### config.mk
export PLATFORM = sky130hd
export DESIGN_NAME = regfile_init_sequencer
export DESIGN_NICKNAME = d
export VERILOG_FILES = /design/src/rtl/regfile_test_pkg.sv /design/src/rtl/pattern_lfsr.sv /design/src/rtl/regfile_init_sequencer.sv
export SDC_FILE = /design/constraint.sdc
export NUM_CORES = 1
export LEC_CHECK = 0
export BUFFER_PORTS_ARGS = -buffer_cell sky130_fd_sc_hd__buf_2
export CAP_MARGIN = 20
export CORE_ASPECT_RATIO = 0.75
export CORE_UTILIZATION = 45
export DETAILED_ROUTE_END_ITERATION = 16
export PLACE_DENSITY = 0.67
export SLEW_MARGIN = 40
export SYNTH_ARGS = -nofsm -noshare
export SYNTH_HDL_FRONTEND = slang
export SYNTH_SLANG_ARGS = --single-unit
### constraint.sdc
create_clock -name Clk -period 7.05 [get_ports Clk]
set_input_delay 0.3525 -clock Clk [delete_from_list [all_inputs] [get_ports Clk]]
set_output_delay 0.3525 -clock Clk [all_outputs]
set_load 0.05 [all_outputs]
### src/rtl/regfile_test_pkg.sv
// Shared types and the pattern generator for the register-file write/verify
// sequencer. The pattern function is the single definition of what gets
// written, used both when writing and when regenerating expected read data.
package regfile_test_pkg;

  typedef enum logic [2:0] {
    ST_IDLE,
    ST_WRITE,
    ST_VERIFY,
    ST_DONE,
    ST_ERROR
  } state_e;

  typedef enum logic [1:0] {
    MODE_ZERO = 2'b00,
    MODE_ADDR = 2'b01,
    MODE_WALK = 2'b10,
    MODE_LFSR = 2'b11
  } mode_e;

  localparam logic [31:0] LFSR_TAPS = 32'h8020_0003;

  // Test word for one address. The address is taken zero-extended to a byte,
  // which is exactly the byte replicated by the address pattern.
  function automatic logic [31:0] pattern(input mode_e      mode,
                                          input logic [7:0] addr,
                                          input logic [31:0] lfsr);
    logic [31:0] word;
    case (mode)
      MODE_ZERO: word = 32'h0;
      MODE_ADDR: word = {4{addr}};
      MODE_WALK: word = 32'h1 << addr;
      MODE_LFSR: word = lfsr;
      default:   word = 32'h0;
    endcase
    return word;
  endfunction

endpackage

### src/rtl/pattern_lfsr.sv
// 32-bit Galois LFSR. Reloaded with SEED at the start of each pass (write and
// verify) so both passes walk the identical sequence, one step per address.
module pattern_lfsr
  import regfile_test_pkg::*;
#(
  parameter logic [31:0] SEED = 32'h0000_0001
) (
  input  logic        clk,
  input  logic        rst_n,
  input  logic        load,
  input  logic        advance,
  output logic [31:0] value
);

  // Load has priority so a pass boundary always restarts from the seed.
  always_ff @(posedge clk or negedge rst_n) begin
    if (!rst_n) begin
      value <= SEED;
    end else if (load) begin
      value <= SEED;
    end else if (advance) begin
      value <= {1'b0, value[31:1]} ^ (value[0] ? LFSR_TAPS : 32'h0);
    end
  end

endmodule

### src/rtl/regfile_init_sequencer.sv
// Write-then-verify engine for a register file: writes a selectable pattern to
// every address, reads each one back and reports pass or the first failing
// address. Every output is a register; the FSM state runs one cycle ahead of
// the outputs it drives, and each read is compared one cycle after its
// address is presented.
module regfile_init_sequencer
  import regfile_test_pkg::*;
#(
  parameter int          ADDR_W = 5,
  parameter int          DATA_W = 32,
  parameter logic [31:0] SEED   = 32'h0000_0001
) (
  input  logic              Clk,
  input  logic              Reset,
  input  logic              Start,
  input  logic [1:0]        Mode,
  output logic [ADDR_W-1:0] W_Addr,
  output logic [DATA_W-1:0] W_Data,
  output logic              Write_Reg,
  output logic [ADDR_W-1:0] R_Addr,
  input  logic [DATA_W-1:0] R_Data,
  output logic              Busy,
  output logic              Done,
  output logic              Error,
  output logic [ADDR_W-1:0] Err_Addr
);

  localparam logic [ADDR_W-1:0] LAST_ADDR = {ADDR_W{1'b1}};

  state_e            state_q, state_d;
  logic [ADDR_W-1:0] cnt_q, cnt_d;
  mode_e             mode_q, mode_d;
  logic              issued_q, issued_d;  // every verify address presented
  logic              chk_q, chk_d;        // a read result is due this cycle
  logic [DATA_W-1:0] exp_q;               // expected data for R_Addr
  logic              lfsr_load, lfsr_adv, start_acc, mismatch;
  logic [31:0]       lfsr_value;
  logic [31:0]       pat;

  pattern_lfsr #(.SEED(SEED)) u_lfsr (
    .clk     (Clk),
    .rst_n   (Reset),
    .load    (lfsr_load),
    .advance (lfsr_adv),
    .value   (lfsr_value)
  );

  assign pat      = pattern(mode_q, 8'(cnt_q), lfsr_value);
  assign mismatch = (state_q == ST_VERIFY) && chk_q && (R_Data != exp_q);

  // FSM and address-counter state.
  always_ff @(posedge Clk or negedge Reset) begin
    if (!Reset) begin
      // NOTE: sequential state uses non-blocking assignments so every register
      // samples pre-edge values regardless of statement order.
      state_q  <= ST_IDLE;
      cnt_q    <= '0;
      mode_q   <= MODE_ZERO;
      issued_q <= 1'b0;
      chk_q    <= 1'b0;
    end else begin
      state_q  <= state_d;
      cnt_q    <= cnt_d;
      mode_q   <= mode_d;
      issued_q <= issued_d;
      chk_q    <= chk_d;
    end
  end

  // Next-state, counter and LFSR control.
  always_comb begin
    // NOTE: everything assigned here gets a default first, so no path through
    // the case statement can leave a signal unassigned and infer a latch.
    state_d   = state_q;
    cnt_d     = cnt_q;
    mode_d    = mode_q;
    issued_d  = issued_q;
    chk_d     = chk_q;
    lfsr_load = 1'b0;
    lfsr_adv  = 1'b0;
    start_acc = 1'b0;
    case (state_q)
      ST_IDLE, ST_DONE, ST_ERROR: begin
        if (Start) begin
          start_acc = 1'b1;
          state_d   = ST_WRITE;
          cnt_d     = '0;
          mode_d    = mode_e'(Mode);
          lfsr_load = 1'b1;
          issued_d  = 1'b0;
          chk_d     = 1'b0;
        end
      end
      ST_WRITE: begin
        lfsr_adv = 1'b1;
        if (cnt_q == LAST_ADDR) begin
          state_d   = ST_VERIFY;
          cnt_d     = '0;
          lfsr_load = 1'b1;
        end else begin
          cnt_d = cnt_q + ADDR_W'(1);
        end
      end
      ST_VERIFY: begin
        if (mismatch) begin
          state_d = ST_ERROR;
          chk_d   = 1'b0;
        end else if (issued_q) begin
          state_d = ST_DONE;
          chk_d   = 1'b0;
        end else begin
          chk_d    = 1'b1;
          lfsr_adv = 1'b1;
          if (cnt_q == LAST_ADDR) begin
            issued_d = 1'b1;
          end else begin
            cnt_d = cnt_q + ADDR_W'(1);
          end
        end
      end
      default: state_d = ST_IDLE;
    endcase
  end

  // Registered outputs, decoded from the current state and the decision
  // taken this cycle. Reset clears Write_Reg asynchronously.
  always_ff @(posedge Clk or negedge Reset) begin
    if (!Reset) begin
      W_Addr    <= '0;
      W_Data    <= '0;
      Write_Reg <= 1'b0;
      R_Addr    <= '0;
      exp_q     <= '0;
      Busy      <= 1'b0;
      Done      <= 1'b0;
      Error     <= 1'b0;
      Err_Addr  <= '0;
    end else begin
      Write_Reg <= (state_q == ST_WRITE);
      Busy      <= (state_q inside {ST_WRITE, ST_VERIFY}) &&
                   (state_d inside {ST_WRITE, ST_VERIFY});
      Done      <= (state_d inside {ST_DONE, ST_ERROR});
      Error     <= (state_d == ST_ERROR);
      if (state_q == ST_WRITE) begin
        W_Addr <= cnt_q;
        W_Data <= DATA_W'(pat);
      end
      if ((state_q == ST_VERIFY) && !mismatch && !issued_q) begin
        R_Addr <= cnt_q;
        // Address 0 is the hardwired zero register whatever was written.
        exp_q  <= (cnt_q == '0) ? '0 : DATA_W'(pat);
      end
      if (start_acc) begin
        Err_Addr <= '0;
      end else if (mismatch) begin
        Err_Addr <= R_Addr;
      end
    end
  end

endmodule

Word-level counts from Yosys, hierarchy flattened
Index checks and enable logic that the tools add are counted.
Storage, ports and cells
  flip-flop bits (word level): 127
  output and inout port bits: 51
Operators by class
  add/sub/neg operators: 1
  equal/unequal tests: 17
  shift-type cells: 1
  muxes and demuxes: 30
  bitwise logic cells: 1
  reductions and logical operators: 22
Operators by type and width (number)
  2-to-1 mux 32 bit: 4
  case mux 32 bit (4 select lines): 1
  2-to-1 mux 5 bit: 7
  inequality test 32 bit: 1
  << shifter 1 x 5 -> 32 bit, first input constant: 1
  XOR 31 x 32 -> 32 bit: 1
  case mux 5 bit (3 select lines): 1
  equality test 3 x 2 -> 1 bit, second input constant: 4
  2-to-1 mux 3 bit: 4
  nonzero test 2 bit: 6
  case mux 3 bit (3 select lines): 1
  2-to-1 mux 1 bit: 8
  inequality test 2 bit, second input constant: 4
  case mux 1 bit (2 select lines): 4
  equality test 3 x 1 -> 1 bit, second input constant: 2
  equality test 3 bit, second input constant: 2
  adder 5 x 1 -> 5 bit, second input constant: 1
  equality test 5 bit, second input constant: 1
  logical AND 1 bit: 5
  zero test 5 bit: 1
  AND reduction 5 bit: 1
  equality test 2 bit, second input constant: 2
  AND reduction 2 bit: 2
  zero test 3 bit: 1
  6 further kinds: 7

Longest topological paths before layout
  depth in word-level cells: 8
  gate-level depth with buffers: 11
  gate-level depth less buffers: 9

Hierarchy
From an unflattened synthesis, not the netlist that was laid out.
Second synthesis, totals
  cell total of the unflattened synthesis: 609
  area total of the unflattened synthesis: 6212.2 um^2
By module, submodules not included
  regfile_init_sequencer: times used 1, cells each 503, area an instance 4853.4 um^2, sequential area each 2377.3 um^2
  pattern_lfsr: times used 1, cells each 106, area an instance 1358.8 um^2, sequential area each 802.0 um^2

Least setup slack after synthesis
Ideal clock, no wire load.
  kind: reg-to-reg
  from: register cnt_q[3]
  to: register u_lfsr.value[31]
  setup time: 0.128 ns
  data arrival time: 2.503 ns
  setup slack: 4.419 ns
  cell stages (with the launch flop): 11
  path through: dfrtp_1 -> clkbuf_1 -> clkbuf_1 -> and3_1 -> ha_1 -> a21oi_1 -> a31o_2 -> a311o_1 -> clkinv_2 -> xnor2_2 -> mux2_1
On the way
  longest elaborated chain between the ends: 4
RTL lines
  start, declared: RTL line regfile_init_sequencer.sv:31  | logic [ADDR_W-1:0] cnt_q, cnt_d;
  start signal, assigned: RTL line regfile_init_sequencer.sv:63  | cnt_q <= cnt_d;
  equality test 5 bit (*): RTL line regfile_init_sequencer.sv:96  | if (cnt_q == LAST_ADDR) begin
  2-to-1 mux 1 bit (*): RTL line regfile_init_sequencer.sv:96
  case mux 1 bit (2 select lines) (*): RTL line regfile_init_sequencer.sv:82  | case (state_q)
  2-to-1 mux 32 bit or nonzero test 2 bit (tied branches)
  end signal, assigned: RTL line pattern_lfsr.sv:22  | value <= {1'b0, value[31:1]} ^ (value[0] ? LFSR_TAPS : 32'h0);
  end, declared: RTL line pattern_lfsr.sv:12  | output logic [31:0] value
Every way passes the cells marked *; elsewhere a longest branch is shown, timed or not.
A chain may end at the register's enable or synchronous reset.

Final worst setup path
Ends and elaborated chain as after synthesis.

==> impl_metrics.csv <==
group,metric,value,unit
clock_network,cts_max_path_buffers,2,
detailed_routing,first_pass_iters,6,
layout,drive_above_1_share,0.186,
global_route,grt_start_max_net_pins,78,
sta,setup_viol,0,
clock_network,clk_pin_slew,0.06,ns
pwr,pwr-share-comb,0.421,
detailed_routing,via_count,5044,
layout,area_growth,18.2,%
min_path,hp-class,"input pin to asynchronous set/reset pin",
logic_synthesis,seq_area_frac_synth,0.513,
clock_network,root_buffer,"clkbuf_16",
sta,rsz0062_at_grt,"no",
floorplanning,fp.dieH,104,um
pwr,powerDensity,473,nW/um^2
sta,timing.fmax,0.297,GHz
clock_network,cts_max_level,4,
placement,pre_cts_ws,3.90,ns
flow_run,drv_cap,0,
logic_synthesis,synth_cell_types,44,
sta,tightestPinTransition,0.738,ns
clock_network,numCtsBuffers,17,
worst_setup_path,crit_type,"flip-flop to flip-flop",
global_route,grt_pass1_wl,26300,um
logic_synthesis,syn_nets,702,
logic_synthesis,synth_top_area_cell,"dfrtp_1",
layout,antenna_cells,0,
pwr,power.internal,1880,uW
clock_network,cts.repair.resized,0,
floorplanning,start_util,0.469,
global_route,grt_usage,0.247,
sta,skew,0.00985,ns
worst_setup_path,cp.arrival,3.66,ns
placement,gp_congestion,0.881,
pwr,switchingPower,1590,uW
detailed_routing,drt-total-wl,16500,um
clock_network,tritoncts,"yes",
layout,nFillCells,1199,
pwr,power_frac_clock,0.242,
floorplanning,die-area,14200,sq um
floorplanning,dieWidth,137,um
logic_synthesis,synth-seq-cells,127,
logic_synthesis,synth_xor_xnor_area_share,0.0507,
layout,final_nets,774,
clock_network,postCtsSetupRepairBufs,0,
logic_synthesis,yosysWarnings,0,
logic_synthesis,synth_mux_area_frac,0.0606,
logic_synthesis,synth_area,6200,sq um
logic_synthesis,synthAdderAreaFrac,0.0141,
placement,portBuffers,87,
clock_network,cts_sinks,127,
clock_network,clk_latency,0.42,ns
status,status,"finished, violations left",
global_route,grt-ovfl-total,0,
pwr,leakage,0.00352,uW
detailed_routing,drt_iter0_drc,540,
global_route,grt_pass1_vias,4785,
clock_network,hold_buffers,0,
logic_synthesis,synth-simple-area-share,0.155,
placement,dp.final_hpwl,11700,um
status,violations,"hold timing",
detailed_routing,ant_nets,0,
worst_setup_path,cp-end-kind,"flip-flop",
sta,fin_setup_tns,0,ns
sta,fin_ws,3.68,ns
detailed_routing,drc_errors,0,
detailed_routing,wl_per_cell,18.1,um
worst_setup_path,critPathLaunchType,"flip-flop",
pwr,seqPwrFrac,0.337,
floorplanning,core-area,13200,sq um
floorplanning,rows,36,
sta,worst_slew_margin_rel,0.508,
logic_synthesis,avgSynthCellArea,9.42,sq um
logic_synthesis,synth_top_family_by_area,"simple AND/OR/NAND/NOR gates",
floorplanning,io-pin-count,88,
logic_synthesis,synth_compound_area_frac,0.149,
logic_synthesis,synth_cells,658,
detailed_routing,vias_per_cell,5.52,
sta,finalCritPeriodShare,0.478,
pwr,p_sw_frac,0.457,
worst_setup_path,required,7.34,ns
sta,slew_viol_final,0,
logic_synthesis,synth.area.top_cells,"dfrtp_1 (51%), nand2_1 (9.4%), mux2i_1 (5.3%), o31ai_1 (4.6%), xnor2_1 (4.5%)",
global_route,antenna_found_initial,0,
sta,whs,-0.0168,ns
pwr,ir_drop,0.334,mV
sta,finalHoldViolations,4,
worst_setup_path,cp_max_fo,31,
sta,period_needed,3.37,ns
logic_synthesis,netlist.area_leader.share,0.509,
==> power by group through the flow <==
stage	sequential (uW)	combinational, uW	clock, uW
6_report	1170	1460	840
5_1_grt	1200	1600	889
4_1_cts	1160	1460	856
3_5_place_dp	1170	1450	0
3_3_place_gp	1160	1430	0
2_1_floorplan	1390	819	0
==> layout make-up <==
type	count	area, sq um	share of cell area
sequential	127	3180	0.434
multi-input combinational	443	2690	0.367
timing repair buffer	95	502	0.0685
clock buffer	19	443	0.0605
tap	171	214	0.0292
inverter	46	174	0.0237
clock inverter	13	128	0.0174
==> flip-flops by register name, indices dropped and copies added, names as in the netlist, 2 cells and up <==
signal / cells
Err_Addr: 5
cnt_q: 5
R_Addr: 5
mode_q: 2
state_q: 3
exp_q: 32
u_lfsr.value: 32
W_Addr: 5
W_Data: 32
==> logic make-up after synthesis <==
| logic type | count (synthesis) |
|---|---|
| simple gates | 220 |
| compound gates | 144 |
| flops | 127 |
| buf+inv | 88 |
| mux | 37 |
| xor+xnor | 35 |
| fa+ha+maj | 7 |
==> synthesized netlist by cell type (all sizes together) <==
cell	instances
nand4	11
nor3	3
nand3b	4
and3	3
a21o	1
nor3b	3
a21oi	7
nor4b	1
o22ai	1
o41ai	1
o31ai	38
a311o	1
xnor2	33
o21ai	60
clkinv	1
a211o	1
nand3	10
nor2	14
a22oi	23
and2	3
nand2	155
o211ai	2
a31o	1
dfstp	1
nor4	2
nand2b	8
o221ai	1
clkbuf	36
mux2i	33
dfrtp	126
a32o	2
xor2	2
buf	6
nor2b	3
o21a	1
a31oi	2
ha	7
a32oi	2
mux2	4
inv	45
==> layer usage <==
metal,share of wire,GRT usage,vias to the layer above
met5,0,0,-
met4,0.0090,0.0651,0
met3,0.074,0.0627,14
met2,0.44,0.348,193
met1,0.48,0.372,2452
li1,-,-,2385
==> final timing paths <==
| kind | start | end | slack [ns] | depth (start not counted) |
|---|---|---|---|---|
| worst max-delay path | cnt_q[3] | u_lfsr.value[31] | 3.68 | 9 |
| worst min-delay path | Reset | W_Data[20] | -0.02 | 1 |
| worst max register to register | cnt_q[3] | u_lfsr.value[31] | 3.68 | 9 |
| worst min register to register | W_Data[16] | W_Data[16] | 0.47 | 2 |
| max in group asynchronous | Reset | state_q[2] | 5.98 | 2 |
| min in group Clk | Mode[1] | mode_q[1] | 0.18 | 2 |
==> cells in the final DEF, fill, tap and decap left out, types with 2 or more instances in the layout <==
cell type / Yosys / routed
nor3_1: 3 / 2
nor3b_1: 3 / 2
and2_1: 3 / 3
a32oi_1: 2 / 2
xnor2_1: 32 / 32
mux2i_1: 33 / 33
a31oi_1: 2 / 2
xor2_1: 2 / 2
clkbuf_16: 0 / 17
nand2_1: 155 / 155
buf_2: 0 / 86
clkinv_2: 1 / 2
dfrtp_1: 126 / 126
o31ai_1: 38 / 38
nor4_2: 2 / 2
a32o_1: 2 / 2
ha_1: 7 / 7
inv_6: 0 / 6
clkinv_4: 0 / 2
a22oi_1: 23 / 23
nand2b_1: 8 / 7
o211ai_1: 2 / 2
nand4_1: 11 / 11
nor2b_1: 3 / 3
nor2_1: 14 / 14
o21ai_0: 55 / 55
a21oi_1: 7 / 7
mux2_2: 3 / 3
o21ai_1: 5 / 5
nand3b_1: 4 / 4
nand3_1: 10 / 10
inv_1: 45 / 45
and3_1: 3 / 3
buf_4: 0 / 8
clkinvlp_4: 0 / 3
==> critical path: stages (launching register included) <==
cell,delay [ns]
dfrtp_1,0.82
and3_1,0.28
ha_1,0.24
nor2b_1,0.20
o21ai_0,0.14
a31oi_1,0.27
and2_1,0.32
xnor2_4,0.15
buf_4,0.45
mux2_1,0.37
==> per-stage QoR <==
stage	area, sq um	hold slack [ns]	instances	power, uW	util
6_report	7330	-0.0168	914	3470	0.555
5_1_grt	7330	0.0363	914	3680	0.555
4_1_cts	7320	0.00295	914	3480	0.555
3_5_place_dp	6750	0.447	882	2620	0.511
3_3_place_gp	6750	0.425	882	2590	0.511
2_1_floorplan	6200	0.0569	658	2210	-
(Power assumes the default switching activity.)
